$ cat src/rtl/matmul_job_scheduler.sv
// matmul_job_scheduler
//   Arbitrates two requesters for one matrix-multiplication datapath. It
//   validates the winner's dimensions, programs the multiplier operation
//   registers, resets and enables the multiplier, and waits for its done
//   flag. It then returns a one-cycle completion pulse with a status code
//   to the owning requester.
//
// Ports
//   clk, reset            : clock, synchronous active-high reset
//   req[1:0]              : per-requester job request (held until cmp_valid)
//   req_n/m/p[15:0]       : two 8-bit dimension fields, [8r+7:8r] for requester r
//   gnt[1:0]              : one-hot current owner, 0 when free
//   cmp_valid[1:0]        : one-cycle completion pulse to the owner
//   cmp_status[1:0]       : 00 ok, 01 dimension error, 10 timeout
//   busy                  : FSM not in IDLE
//   mm_reset, mm_enable   : multiplier reset pulse / enable
//   op_n, op_m, op_p      : multiplier operation registers (zero-extended dims)
//   mm_done               : multiplier done flag
//
// All outputs come straight from flops loaded with values decoded from the
// next state, so each output is valid for exactly the cycle the FSM sits in
// the corresponding state.
module matmul_job_scheduler #(
    parameter int DIM_MAX  = 8,
    parameter int PAR_JOBS = 1,
    parameter int TIMEOUT  = 4096
) (
    input  logic        clk,
    input  logic        reset,
    input  logic [1:0]  req,
    input  logic [15:0] req_n,
    input  logic [15:0] req_m,
    input  logic [15:0] req_p,
    output logic [1:0]  gnt,
    output logic [1:0]  cmp_valid,
    output logic [1:0]  cmp_status,
    output logic        busy,
    output logic        mm_reset,
    output logic        mm_enable,
    output logic [31:0] op_n,
    output logic [31:0] op_m,
    output logic [31:0] op_p,
    input  logic        mm_done
);

    localparam int CNT_W = (TIMEOUT > 2) ? $clog2(TIMEOUT) : 1;
    localparam logic [CNT_W-1:0] CNT_LAST = CNT_W'(TIMEOUT - 1);

    localparam logic [1:0] ST_OK      = 2'b00;
    localparam logic [1:0] ST_DIM_ERR = 2'b01;
    localparam logic [1:0] ST_TIMEOUT = 2'b10;

    typedef enum logic [2:0] {
        S_IDLE, S_CHECK, S_CLEAR, S_ARM, S_RUN, S_COMPLETE, S_RELEASE
    } state_t;

    state_t           state_q, state_d;
    logic             owner_q, owner_d;     // index of the granted requester
    logic             rr_q, rr_d;           // requester favored on a tie
    logic [7:0]       n_q, n_d, m_q, m_d, p_q, p_d;
    logic [CNT_W-1:0] cnt_q, cnt_d;
    logic [1:0]       status_q, status_d;

    logic [1:0]       gnt_d, cmp_valid_d, cmp_status_d;
    logic             busy_d, mm_reset_d, mm_enable_d;
    logic             winner;

    function automatic logic dim_ok(input logic [7:0] d);
        return (d != 8'd0) && (int'(d) <= DIM_MAX);
    endfunction

    function automatic logic job_ok(input logic [7:0] n, input logic [7:0] m,
                                    input logic [7:0] p);
        return dim_ok(n) && dim_ok(m) && dim_ok(p) && ((int'(n) % PAR_JOBS) == 0);
    endfunction

    // State and datapath registers
    always_ff @(posedge clk) begin
        if (reset) begin
            state_q  <= S_IDLE;
            owner_q  <= 1'b0;
            rr_q     <= 1'b0;
            n_q      <= 8'd0;
            m_q      <= 8'd0;
            p_q      <= 8'd0;
            cnt_q    <= '0;
            status_q <= ST_OK;
        end else begin
            state_q  <= state_d;
            owner_q  <= owner_d;
            rr_q     <= rr_d;
            n_q      <= n_d;
            m_q      <= m_d;
            p_q      <= p_d;
            cnt_q    <= cnt_d;
            status_q <= status_d;
        end
    end

    // Next-state logic
    always_comb begin
        state_d  = state_q;
        owner_d  = owner_q;
        rr_d     = rr_q;
        n_d      = n_q;
        m_d      = m_q;
        p_d      = p_q;
        cnt_d    = cnt_q;
        status_d = status_q;
        // The favored requester wins when it is asking; otherwise the other one.
        winner   = req[rr_q] ? rr_q : ~rr_q;

        unique case (state_q)
            S_IDLE: begin
                if (req != 2'b00) begin
                    owner_d = winner;
                    rr_d    = ~winner;
                    n_d     = winner ? req_n[15:8] : req_n[7:0];
                    m_d     = winner ? req_m[15:8] : req_m[7:0];
                    p_d     = winner ? req_p[15:8] : req_p[7:0];
                    state_d = S_CHECK;
                end
            end
            S_CHECK: begin
                if (job_ok(n_q, m_q, p_q)) begin
                    status_d = ST_OK;
                    state_d  = S_CLEAR;
                end else begin
                    status_d = ST_DIM_ERR;
                    state_d  = S_COMPLETE;
                end
            end
            S_CLEAR: begin
                cnt_d   = '0;
                state_d = S_ARM;
            end
            S_ARM: begin
                // A done still high from the multiplier's reset is not a completion.
                cnt_d = cnt_q + CNT_W'(1);
                if (cnt_q == CNT_LAST) begin
                    status_d = ST_TIMEOUT;
                    state_d  = S_COMPLETE;
                end else if (!mm_done) begin
                    state_d = S_RUN;
                end
            end
            S_RUN: begin
                cnt_d = cnt_q + CNT_W'(1);
                if (mm_done) begin
                    status_d = ST_OK;
                    state_d  = S_COMPLETE;
                end else if (cnt_q == CNT_LAST) begin
                    status_d = ST_TIMEOUT;
                    state_d  = S_COMPLETE;
                end
            end
            S_COMPLETE: state_d = S_RELEASE;
            S_RELEASE:  state_d = S_IDLE;
            default:    state_d = S_IDLE;
        endcase
    end

    // Output decode from the next state
    always_comb begin
        busy_d       = (state_d != S_IDLE);
        gnt_d        = 2'b00;
        cmp_valid_d  = 2'b00;
        cmp_status_d = ST_OK;
        mm_reset_d   = 1'b0;
        mm_enable_d  = 1'b0;

        unique case (state_d)
            S_CHECK, S_CLEAR, S_ARM, S_RUN: begin
                gnt_d = owner_d ? 2'b10 : 2'b01;
            end
            default: ;
        endcase

        if (state_d == S_CLEAR) mm_reset_d = 1'b1;
        if (state_d == S_ARM || state_d == S_RUN) mm_enable_d = 1'b1;

        if (state_d == S_COMPLETE) begin
            gnt_d        = owner_d ? 2'b10 : 2'b01;
            cmp_valid_d  = owner_d ? 2'b10 : 2'b01;
            cmp_status_d = status_d;
            // A timed-out multiplier is left mid-operation; reset it again.
            mm_reset_d   = (status_d == ST_TIMEOUT);
        end
    end

    // Output registers
    always_ff @(posedge clk) begin
        if (reset) begin
            gnt        <= 2'b00;
            cmp_valid  <= 2'b00;
            cmp_status <= ST_OK;
            busy       <= 1'b0;
            mm_reset   <= 1'b0;
            mm_enable  <= 1'b0;
        end else begin
            gnt        <= gnt_d;
            cmp_valid  <= cmp_valid_d;
            cmp_status <= cmp_status_d;
            busy       <= busy_d;
            mm_reset   <= mm_reset_d;
            mm_enable  <= mm_enable_d;
        end
    end

    assign op_n = {24'd0, n_q};
    assign op_m = {24'd0, m_q};
    assign op_p = {24'd0, p_q};

endmodule

$ cat config.mk
export PLATFORM = sky130hd
export DESIGN_NAME = matmul_job_scheduler
export DESIGN_NICKNAME = d
export VERILOG_FILES = /design/src/rtl/matmul_job_scheduler.sv
export SDC_FILE = /design/constraint.sdc
export NUM_CORES = 1
export LEC_CHECK = 0
export CORE_AREA = 2 2 86 88
export CTS_CLUSTER_DIAMETER = 100
export CTS_CLUSTER_SIZE = 20
export DETAILED_ROUTE_END_ITERATION = 8
export DIE_AREA = 0 0 88 90
export PLACE_DENSITY = 0.94
export SETUP_SLACK_MARGIN = 0.2
export SLEW_MARGIN = 20
export SYNTH_ARGS = -nofsm -noshare
export SYNTH_HDL_FRONTEND = slang
export SYNTH_SLANG_ARGS = --single-unit
export TNS_END_PERCENT = 10
$ cat constraint.sdc
create_clock -name clk -period 4.6 [get_ports clk]
set_input_delay 0.92 -clock clk [delete_from_list [all_inputs] [get_ports clk]]
set_output_delay 0.92 -clock clk [all_outputs]
set_load 0.005 [all_outputs]
; Word-level counts from Yosys, hierarchy flattened
; Index checks and enable logic that the tools add are counted.
[totals]
in_bits = 53
elab_cells = 77
reg_bits = 52
output_inout_bits = 105
[classes]
mux = 26
reduce_logical = 17
order_cmp = 4
eq_ne = 12
bitwise = 3
add_sub_neg = 1
[ops]
columns = operator, n
row1 = <= comparator 8 x 4 -> 1 bit (second input constant), 3
row2 = two-way mux 8 bit, 3
row3 = one-hot mux 12 bit (2 select lines), 1
row4 = nonzero test 8 bit, 3
row5 = two-way mux 3 bit, 6
row6 = one-hot mux 3 bit (6 select lines), 1
row7 = adder 12 x 1 -> 12 bit (second input constant), 1
row8 = == test 12 bit (second input constant), 1
row9 = == test 3 x 2 -> 1 bit (second input constant), 4
row10 = == test 3 bit (second input constant), 4
row11 = two-way mux 2 bit, 5
row12 = two-way mux 1 bit, 9
row13 = == test 3 x 1 -> 1 bit (second input constant), 2
row14 = one-hot mux 2 bit (3 select lines), 1
row15 = logical AND 1 bit, 5
row16 = nonzero test 2 bit, 2
row17 = OR reduction 2 bit, 2
row18 = OR reduction 4 bit, 1
row19 = logical NOT 3 bit, 1
row20 = NOT 1 bit, 3
row21 = nonzero test 3 bit, 1
row22 = == test 2 bit (second input constant), 1
row23 = less-than comparator 1 x 2 -> 1 bit (second input constant), 1
row24 = AND reduction 2 bit, 1
row25 = logical OR 1 bit, 1

; Depth between registers and ports, before layout
; Gate-level depths: netlist of run 1.
[logic_depth]
word_depth = 10
mapped_depth = 7
mapped_depth_nobuf = 6

; Worst setup path before layout of run 1
; No wires, ideal clock.
[synth_timing]
kind = input to register
start = input req[0]
end = register m_q[0]
path_slack_ps = 2567
n_path_buf = 1
required_time_ps = 4463
setup_ps = 137
cell_stages = 5
arrival_ps = 1895
path_cell_list = inv_1 > mux2i_2 > buf_2 > mux2i_1 > a211oi_1
[synth_via]
elab_chain_cells = 4
elab_cells_between_ends = 6
classes_between = mux: 4 / reduce/logical: 2
[synth_lines]
columns = item, line_no
row1 = start: declaration, 30  ; input logic [1:0] req,
row2 = two-way mux 1 bit (implied by the code) (2 in a row), 111  ; winner = req[rr_q] ? rr_q : ~rr_q;
row3 = two-way mux 1 bit, 111
row4 = two-way mux 8 bit, 119  ; m_d = winner ? req_m[15:8] : req_m[7:0];
row5 = end signal: assignment, 93  ; m_q <= m_d;
row6 = end: declaration, 60  ; logic [7:0] n_q, n_d, m_q, m_d, p_q, p_d;
; Parallel ways exist; a longest one is shown, timed or not. The select of a mux whose other input is x is not followed.
; A chain may end at the register's enable or synchronous reset.

; Worst setup path after layout of run 1
[layout_timing]
start = input req[0]
end = register cmp_valid[0]
[layout_via]
elab_chain_cells = 6
elab_cells_between_ends = 12
classes_between = eq/ne: 1 / mux: 8 / bitwise: 1 / reduce/logical: 2
[layout_lines]
columns = item, line_no
row1 = nonzero test 2 bit / two-way mux 1 bit (equally long branches), "115, 111"
row2 = two-way mux 3 bit / two-way mux 1 bit (equally long branches), "115, 111"
row3 = one-hot mux 3 bit (6 select lines) / two-way mux 1 bit (equally long branches), "113, 111"
row4 = == test 3 bit / two-way mux 1 bit (equally long branches), "182, 115"
row5 = NOT 1 bit (no line) / two-way mux 1 bit (equally long branches), -
row6 = OR reduction 2 bit (no line) / two-way mux 2 bit (equally long branches), -
row7 = end signal: assignment, 202  ; cmp_valid <= cmp_valid_d;
row8 = end: declaration, 35  ; output logic [1:0] cmp_valid,
; Parallel ways exist; a longest one is shown, timed or not. The select of a mux whose other input is x is not followed.

==> impl_summary.md, run 1 <==
Clocking
Clock tree synthesis selected as its root buffer the cell sky130_fd_sc_hd__clkbuf_8. The number of clock buffers added by TritonCTS is 5. The CTS tree is yes. Post-CTS timing repair inserted 0 buffers for setup. Buffers inserted to repair hold after CTS numbered 0.

The clock passes through at most 2 buffers. The number of gates resized after CTS was 0. The clock latency on the worst-skew pair is roughly 0.30 ns. The number of clock sinks is 51. Clock-pin slew was measured on the worst setup and hold paths at 0.09 ns. The H-tree level count is 2.

Critical path
The capture point of the worst path is cmp_valid[0]. The type of element launching the critical path is an input port. The launching instance or port of the critical path is req[0]. The worst setup slack for register-to-register paths is ~2.6 ns. The worst reg-to-reg path cell count is 6. The worst setup path is captured at a register. The worst reg2reg path endpoint is mm_reset. The critical path class is in -> reg. The reg-to-reg startpoint is cnt_q[0]. The top fanout value on the critical path is 25. For the worst setup path, the data required time is 4.82 ns. The worst endpoint data arrival time is between 2 and 3 ns.

Power and ir drop
In this run, the clock network consumes 20.7% of the power. The power density normalized to cell area is 384.4 nW/um^2. The share of total power dissipated in sequential elements is a little over two fifths. The worst-case IR drop observed on VDD is approximately 0.17 mV.

Net switching is 32.91% of the power. The leakage component of the power is 1.486 nW. Combinational logic burns about 38% of the power. The analysis attributes to net switching a power of ~470 uW. Cell internal power was estimated by the tool at about 950 uW.

Synthesis
The synthesis-stage register bit count is between 50 and 60. The fraction of registers with async set or reset after synthesis is 0%. Ranked by total cell area, the synthesized netlist is headed by sky130_fd_sc_hd__dfxtp_1 35%, sky130_fd_sc_hd__buf_4 18%, sky130_fd_sc_hd__mux2i_1 8.2%. The mapped netlist covers 2935 sq um. The sequential-to-total area share from yosys stat is 34.78%.

Synthesis handed over a netlist of approximately 340 instances. The share of synthesized area in the top cell type comes to 34.78%. For this run, the number of Yosys warnings is 0.

The biggest area contributor in the post-synthesis netlist is sky130_fd_sc_hd__dfxtp_1. A synthesized cell averages ~8.6 sq um. The distinct cell type count after synthesis is 50. In the synthesized netlist the dominant register cell turns out to be sky130_fd_sc_hd__dfxtp_1. Counting flops with a built-in enable in the synthesized netlist gives 0.

Finish
The count of inserted antenna diode cells is 0. The final standard cell count with taps included and fillers excluded is ~520. The area added between synthesis and finish is 25.70%. The top cell types in the final layout, fill and taps aside, are 84 x sky130_fd_sc_hd__clkdlybuf4s50_1, 72 x sky130_fd_sc_hd__conb_1, 51 x sky130_fd_sc_hd__dfxtp_1, 45 x sky130_fd_sc_hd__nor2_1, 26 x sky130_fd_sc_hd__a211oi_1. Of the cells placed in the final design, the portion with a size suffix greater than 1 is ~4.3%. The net count of the finished layout is ~470.

Measured on the finished design, the core utilization comes to 52.56%. The cell area after layout is around 3700 sq um. Leaving out fill and tap cells, the most frequent cell in the layout is sky130_fd_sc_hd__clkdlybuf4s50_1.

Timing
The smallest clock period supported by the final layout is computed as approximately 2.4 ns. Setup repair after global routing left no endpoint under its margin. The final clock skew is 0.006573 ns.

In this run the tightest slew margin relative to its limit is about two fifths. Setup violations remaining at the end of the flow were counted as 0. After layout, the worst path uses 52.78% of the clock period.

The sum of negative setup slack is 0 ns. The number of hold-slack violations in the final timing report is 0. The final max-slew violation count is 0.

The worst-case setup margin in the final layout is between 2 and 2.5 ns. The actual slew at the worst max-slew pin is slightly below 0.9 ns. The maximum operating frequency is 0.4119 GHz.

Die
The core area is 7020 sq um. In this run the horizontal extent of the chip is approximately 90 microns. The die span in y is roughly 90 microns.

During I/O placement, the number of pins put on the boundary was around 160. The die covers around 7900 sq um. The initial utilization of the core area, before any placement, comes to 41.81%.

After floorplanning, the core was divided into 31 placement rows.

Detailed routing
The number of remaining DRC errors is 0. For this block, the initial DRC count from the detailed router was between 100 and 150. In the final routed layout, each cell accounts on average for approximately 12 microns. The number of vias per cell is around 4.8.

The routed design has approximately 6.4 mm of wire. The number of nets with antenna violations after detailed routing is 0. Summing over every cut layer, the via total after detailed routing is 2,486.

The pre-antenna-repair detailed-routing pass consisted of 4 iterations.

GRT
The initial antenna violation count is 0. The number of global-route vias before repair is ~2,300. The first global-routing pass estimated approximately 10 mm of wire.

For this run the aggregate overflow at the end of global routing stands at 0. The pin count of the biggest net entering global routing is 50. The combined global-route utilization of all metal layers is between 10% and 20%.

Min path
The launch instance of the worst min-delay path is cnt_q[8]. The min-delay analysis places its worst path in the category reg -> reg.

Place
The number of cells after detailed placement is approximately 500. The HPWL after detailed placement is a little over 5 mm. The placer's final routability congestion estimate is a little over 0.8. The total cell area at the placement stage is 3587 sq um. At the placement stage, the worst setup path has a slack of between 1.5 and 2 ns. The total of buffers placed on input and output ports is 85.

Status
The run finished with clean final reports.

Run
The total of max-cap violations is 0.
-- layout make-up --
cell class | count | area (sq um)
fill | 668 | 3331
multi-input combinational | 267 | 1563
clock buffer | 6 | 72.57
sequential | 51 | 1021
tap | 99 | 123.9
timing repair buffer | 87 | 860.8
inverter | 5 | 18.77
clock inverter | 1 | 30.03
-- registers in the layout (all words and copies together), names as in the netlist --
signal and count:
owner_q 1, mm_reset 1, rr_q 1, status_q 1, mm_enable 1, cmp_status 2
cnt_q 12, m_q 8, p_q 8, n_q 8, busy 1, gnt 2
state_q 3, cmp_valid 2
-- cell families (layout without fill, tap and decap cells) --
kind of cell	Yosys count	in the layout	share of synthesized area, %
other cells	1	72	0.1278
simple gates	101	101	17.48
buf+inv	95	99	21.53
flops	51	51	34.78
fa+ha+maj	1	1	0.4262
xor+xnor	4	4	1.194
mux	26	26	9.037
compound gates	63	63	15.43
-- synthesized netlist by cell type, types with 3 or more instances --
library cell,number
sky130_fd_sc_hd__nand2_1,14
sky130_fd_sc_hd__buf_2,4
sky130_fd_sc_hd__nor2_1,45
sky130_fd_sc_hd__nand4_1,4
sky130_fd_sc_hd__a21oi_1,9
sky130_fd_sc_hd__buf_4,72
sky130_fd_sc_hd__dfxtp_1,51
sky130_fd_sc_hd__mux2i_1,24
sky130_fd_sc_hd__nand3_1,5
sky130_fd_sc_hd__nor4_1,4
sky130_fd_sc_hd__o21ai_0,6
sky130_fd_sc_hd__clkbuf_1,14
sky130_fd_sc_hd__and3_1,3
sky130_fd_sc_hd__inv_1,5
sky130_fd_sc_hd__a311oi_1,5
sky130_fd_sc_hd__nor3_1,7
sky130_fd_sc_hd__a211oi_1,26
sky130_fd_sc_hd__and2_1,3
-- layer usage --
layer | wire (microns) | share of wire [%] | up-vias | track usage (%)
li1 | - | - | 1219 | -
met1 | 2493 | 39 | 1135 | 18.00
met2 | 3365 | 52 | 122 | 29.17
met3 | 414 | 6.4 | 10 | 3.857
met4 | 154 | 2.4 | 0 | 6.538
met5 | 0 | 0 | - | 0
-- through the flow --
| stage | power [mW] | hold WS (ns) |
|---|---|---|
| after floorplan | 0.9377 | 0.4402 |
| after global placement | 1.112 | 0.4556 |
| after detailed placement | 1.135 | 0.4729 |
| after CTS | 1.428 | 0.4898 |
| after global routing | 1.510 | 0.4991 |
| final | 1.418 | 0.4809 |
-- power groups by stage --
stage / clock network [mW] / logic, mW / registers (mW)
after floorplan: 0 / 0.355 / 0.583
after global placement: 0 / 0.515 / 0.597
after detailed placement: 0 / 0.533 / 0.602
after CTS: 0.301 / 0.535 / 0.592
after global routing: 0.320 / 0.587 / 0.603
final: 0.294 / 0.533 / 0.592
-- worst min-delay path by stage --
stage	to	slack [ns]	depth (start not counted)
after global routing	cnt_q[8]	0.50	1
after detailed placement	cnt_q[8]	0.47	1
after global placement	cnt_q[8]	0.46	1
after floorplan	cnt_q[8]	0.44	1
final	cnt_q[8]	0.48	1
after CTS	cnt_q[8]	0.49	1
-- worst max-delay path, cell delays in order --
cell,delay (ns)
sky130_fd_sc_hd__clkdlybuf4s50_1,0.51
sky130_fd_sc_hd__inv_1,0.08
sky130_fd_sc_hd__mux2i_4,0.12
sky130_fd_sc_hd__buf_4,0.38
sky130_fd_sc_hd__nor2_1,0.10
sky130_fd_sc_hd__a21oi_1,0.31
sky130_fd_sc_hd__nor3b_1,0.21
(Power assumes the default switching activity.)
==> inputs of run 2 (changes only) <==
CORE_AREA = 2 2 94 96   (was 2 2 86 88)
DIE_AREA = 0 0 96 98   (was 0 0 88 90)
PLACE_DENSITY = 0.84   (was 0.94)
clock period = 2.2 ns   (was 4.6 ns; I/O delays follow)
==> run 2 against run 1 <==
Effect of this change:
- cell area increased by 1.1%
- global-route usage down 2.5 points
- largest power group unchanged
- clock skew is 0.0015 ns higher
- critical path type is now reg -> reg
- critical path depth decreased by 2
- die area up 19%
- clock-buffer cell count unchanged
- first-iteration DRC count shrank 31%
- power up 110%
==> impl_summary.md, run 2 (synthesis results as in run 1) <==
Critical path
At the worst endpoint, the required time is 2.39 ns. The critical path is of the reg -> reg type. The worst setup path is launched from a register. The worst setup path is captured at a register. Data on the critical path arrives at its endpoint at 2.14 ns.

The top fanout value on the critical path is 15.

Run
The tool flagged a number of max-cap violations equal to 0.

Timing
For the final database, setup skew stands at between 0.008 and 0.009 ns. Setup repair after global routing could not meet its margin everywhere. The final max-slew violation count is 0. The final-report setup violation count is 0. The maximum operating frequency is 0.5128 GHz. The final period utilization is 88.64%.

After routing, the total negative slack on setup checks comes to 0 ns. The number of hold-slack violations in the final timing report is 0. The worst-case setup margin in the final layout is approximately 0.25 ns. The minimum clock period is ~2 ns. At the pin with the least slew margin, the transition time is slightly above 0.7 ns. The headroom to the max-slew limit is between 50% and 60%.

Die
The core area is around 8500 sq um. The die covers approximately 9400 sq um. The die span in y is 98 microns.

The number of rows in the core area is 34. The number of top-level pins is between 150 and 200. For this configuration, the core starts out at a cell density of between 30% and 40%. The die is 96 microns wide.

Finish
The share of the core filled with cells in the final layout is between 40% and 50%. In the final design database the tool counted ~470 nets. The library cell used most frequently in the layout, excluding fill and tap cells, is sky130_fd_sc_hd__clkdlybuf4s50_1. From synthesis to final layout, the design area changed by 27.11%. The top cell types in the final layout, fill and taps aside, are 84 x sky130_fd_sc_hd__clkdlybuf4s50_1, 72 x sky130_fd_sc_hd__conb_1, 49 x sky130_fd_sc_hd__dfxtp_1, 45 x sky130_fd_sc_hd__nor2_1, 26 x sky130_fd_sc_hd__a211oi_1. The register with the most flip-flops in the layout has 12 of them. The repair_antennas step left the layout with diodes totalling 0. Counting flops per register, the top entry is cnt_q. In the final layout, the share of cells above drive strength 1 is under 10%.

The number of filler instances in the final layout is around 830. The cell area after layout is 3731 sq um.

Detailed routing
For this block, the routed nets add up to approximately 6.5 mm of wire. The via count of the routed design is between 2,000 and 2,500. The routed wire length per instance is roughly 12 microns. The pre-antenna-repair detailed-routing pass consisted of 4 iterations. The number of vias per cell is roughly 4.7. The count of nets left with antenna violations once routing finished came out at 0. For this run, design rule violations remaining after detail routing come to 0. After the first detailed-routing iteration, the DRC count stood at between 80 and 90.

Clocking
Clock tree synthesis inserted a total of 5 buffers. After clock tree synthesis, the clock-pin slew on the worst setup and hold paths is roughly 0.090 ns. The number of buffers inserted by hold repair at cts is 0. The number of clock sinks is 51. The cell sitting at the root of the clock tree is a sky130_fd_sc_hd__clkbuf_8. The CTS tree is yes.

The H-tree was split into 2 levels. The buffer depth of the longest clock path is 2. The clock latency on the worst-skew pair is 0.29 ns.

Place
Timing analysis after detailed placement gives a worst setup slack of approximately 0.11 ns. Summing all placed instances gives a cell area of between 3000 and 4000 sq um. The final HPWL from detailed placement is approximately 5.1 mm. The placer's final routability congestion estimate is between 0.8 and 0.9. In this run the tool buffered the top-level ports with 85 buffer cells.

GRT
The global routing's busiest layer is met2. The met2 usage is roughly a quarter. The pin count of the biggest net entering global routing is 50.

The routing usage on met1 is about 16%. The number of global-route vias before repair came to 2,356. The initial antenna violation count is 0. The global-route wire length before repair is between 10 and 15 mm.

The met3 usage in global routing is roughly 3.4%. The total overflow left after global routing is 0. The combined global-route utilization of all metal layers is 13.82%.

Power and ir drop
Summed over all cells, the static leakage comes to ~1.5 nW. Power comes to roughly 2.9 mW. The worst-case IR drop observed on VDD is roughly 0.42 mV.

Dividing total power by cell area gives a power density of 781.6 nW/um^2.

Min path
The worst min-delay path category is reg -> reg.

Status
The run finished with clean final reports.
-- run 2: area by class of cell --
cell class / count / area, sq um / area share, %
Clock buffer: 6 / 82.58 / 2.213
Multi-Input combinational cell: 267 / 1573 / 42.15
Inverter: 5 / 18.77 / 0.5030
Sequential cell: 51 / 1023 / 27.43
Timing Repair Buffer: 88 / 893.4 / 23.94
Clock inverter: 1 / 5.005 / 0.1341
Tap cell: 108 / 135.1 / 3.622
-- run 2: what timing repair did --
item	in CTS	in global routing
endpoints found under the setup margin	1	10
pin swaps	0	0
setup buffers	0	0
endpoints found under the hold margin	0	0
resized for setup	1	3
-- run 2: worst max-delay path, stage by stage (launching register included) --
cell and delay [ns]:
sky130_fd_sc_hd__dfxtp_1 0.46, sky130_fd_sc_hd__or3b_2 0.54, sky130_fd_sc_hd__a21boi_0 0.24, sky130_fd_sc_hd__nor3_1 0.22, sky130_fd_sc_hd__nor2_1 0.06, sky130_fd_sc_hd__a311oi_1 0.32
-- run 2: path summary, 6_finish.rpt --
path | end | depth (start not counted) | start | slack, ns
min | cnt_q[8] | 1 | cnt_q[8] | 0.48
max reg2reg | cnt_q[11] | 5 | state_q[0] | 0.25
max | cnt_q[11] | 5 | state_q[0] | 0.25
min reg2reg | cnt_q[8] | 1 | cnt_q[8] | 0.48
-- run 2: routing by layer --
layer / vias to the layer above / wire (microns)
met2: 104 / 3312
met1: 1113 / 2620
li1: 1220 / -
met3: 12 / 430
met5: - / 0
met4: 0 / 129
-- run 2: metrics by stage --
| step | std cells | hold slack, ns |
|---|---|---|
| 2_1_floorplan | 413 | 0.4402 |
| 3_3_place_gp | 519 | 0.4587 |
| 3_5_place_dp | 519 | 0.4672 |
| 4_1_cts | 526 | 0.4833 |
| 5_1_grt | 526 | 0.5118 |
| 6_report | 526 | 0.4846 |
-- run 2: report_power, final --
group | internal, mW | switching (mW)
sequential | 1.08 | 0.158
clock | 0.247 | 0.287
combinational | 0.602 | 0.540
==> inputs of run 3 (changes only) <==
CTS_CLUSTER_SIZE = 16   (was 20)
==> results of run 3 <==
Same layout as run 2: the final DEF is identical, and so are final timing and power.
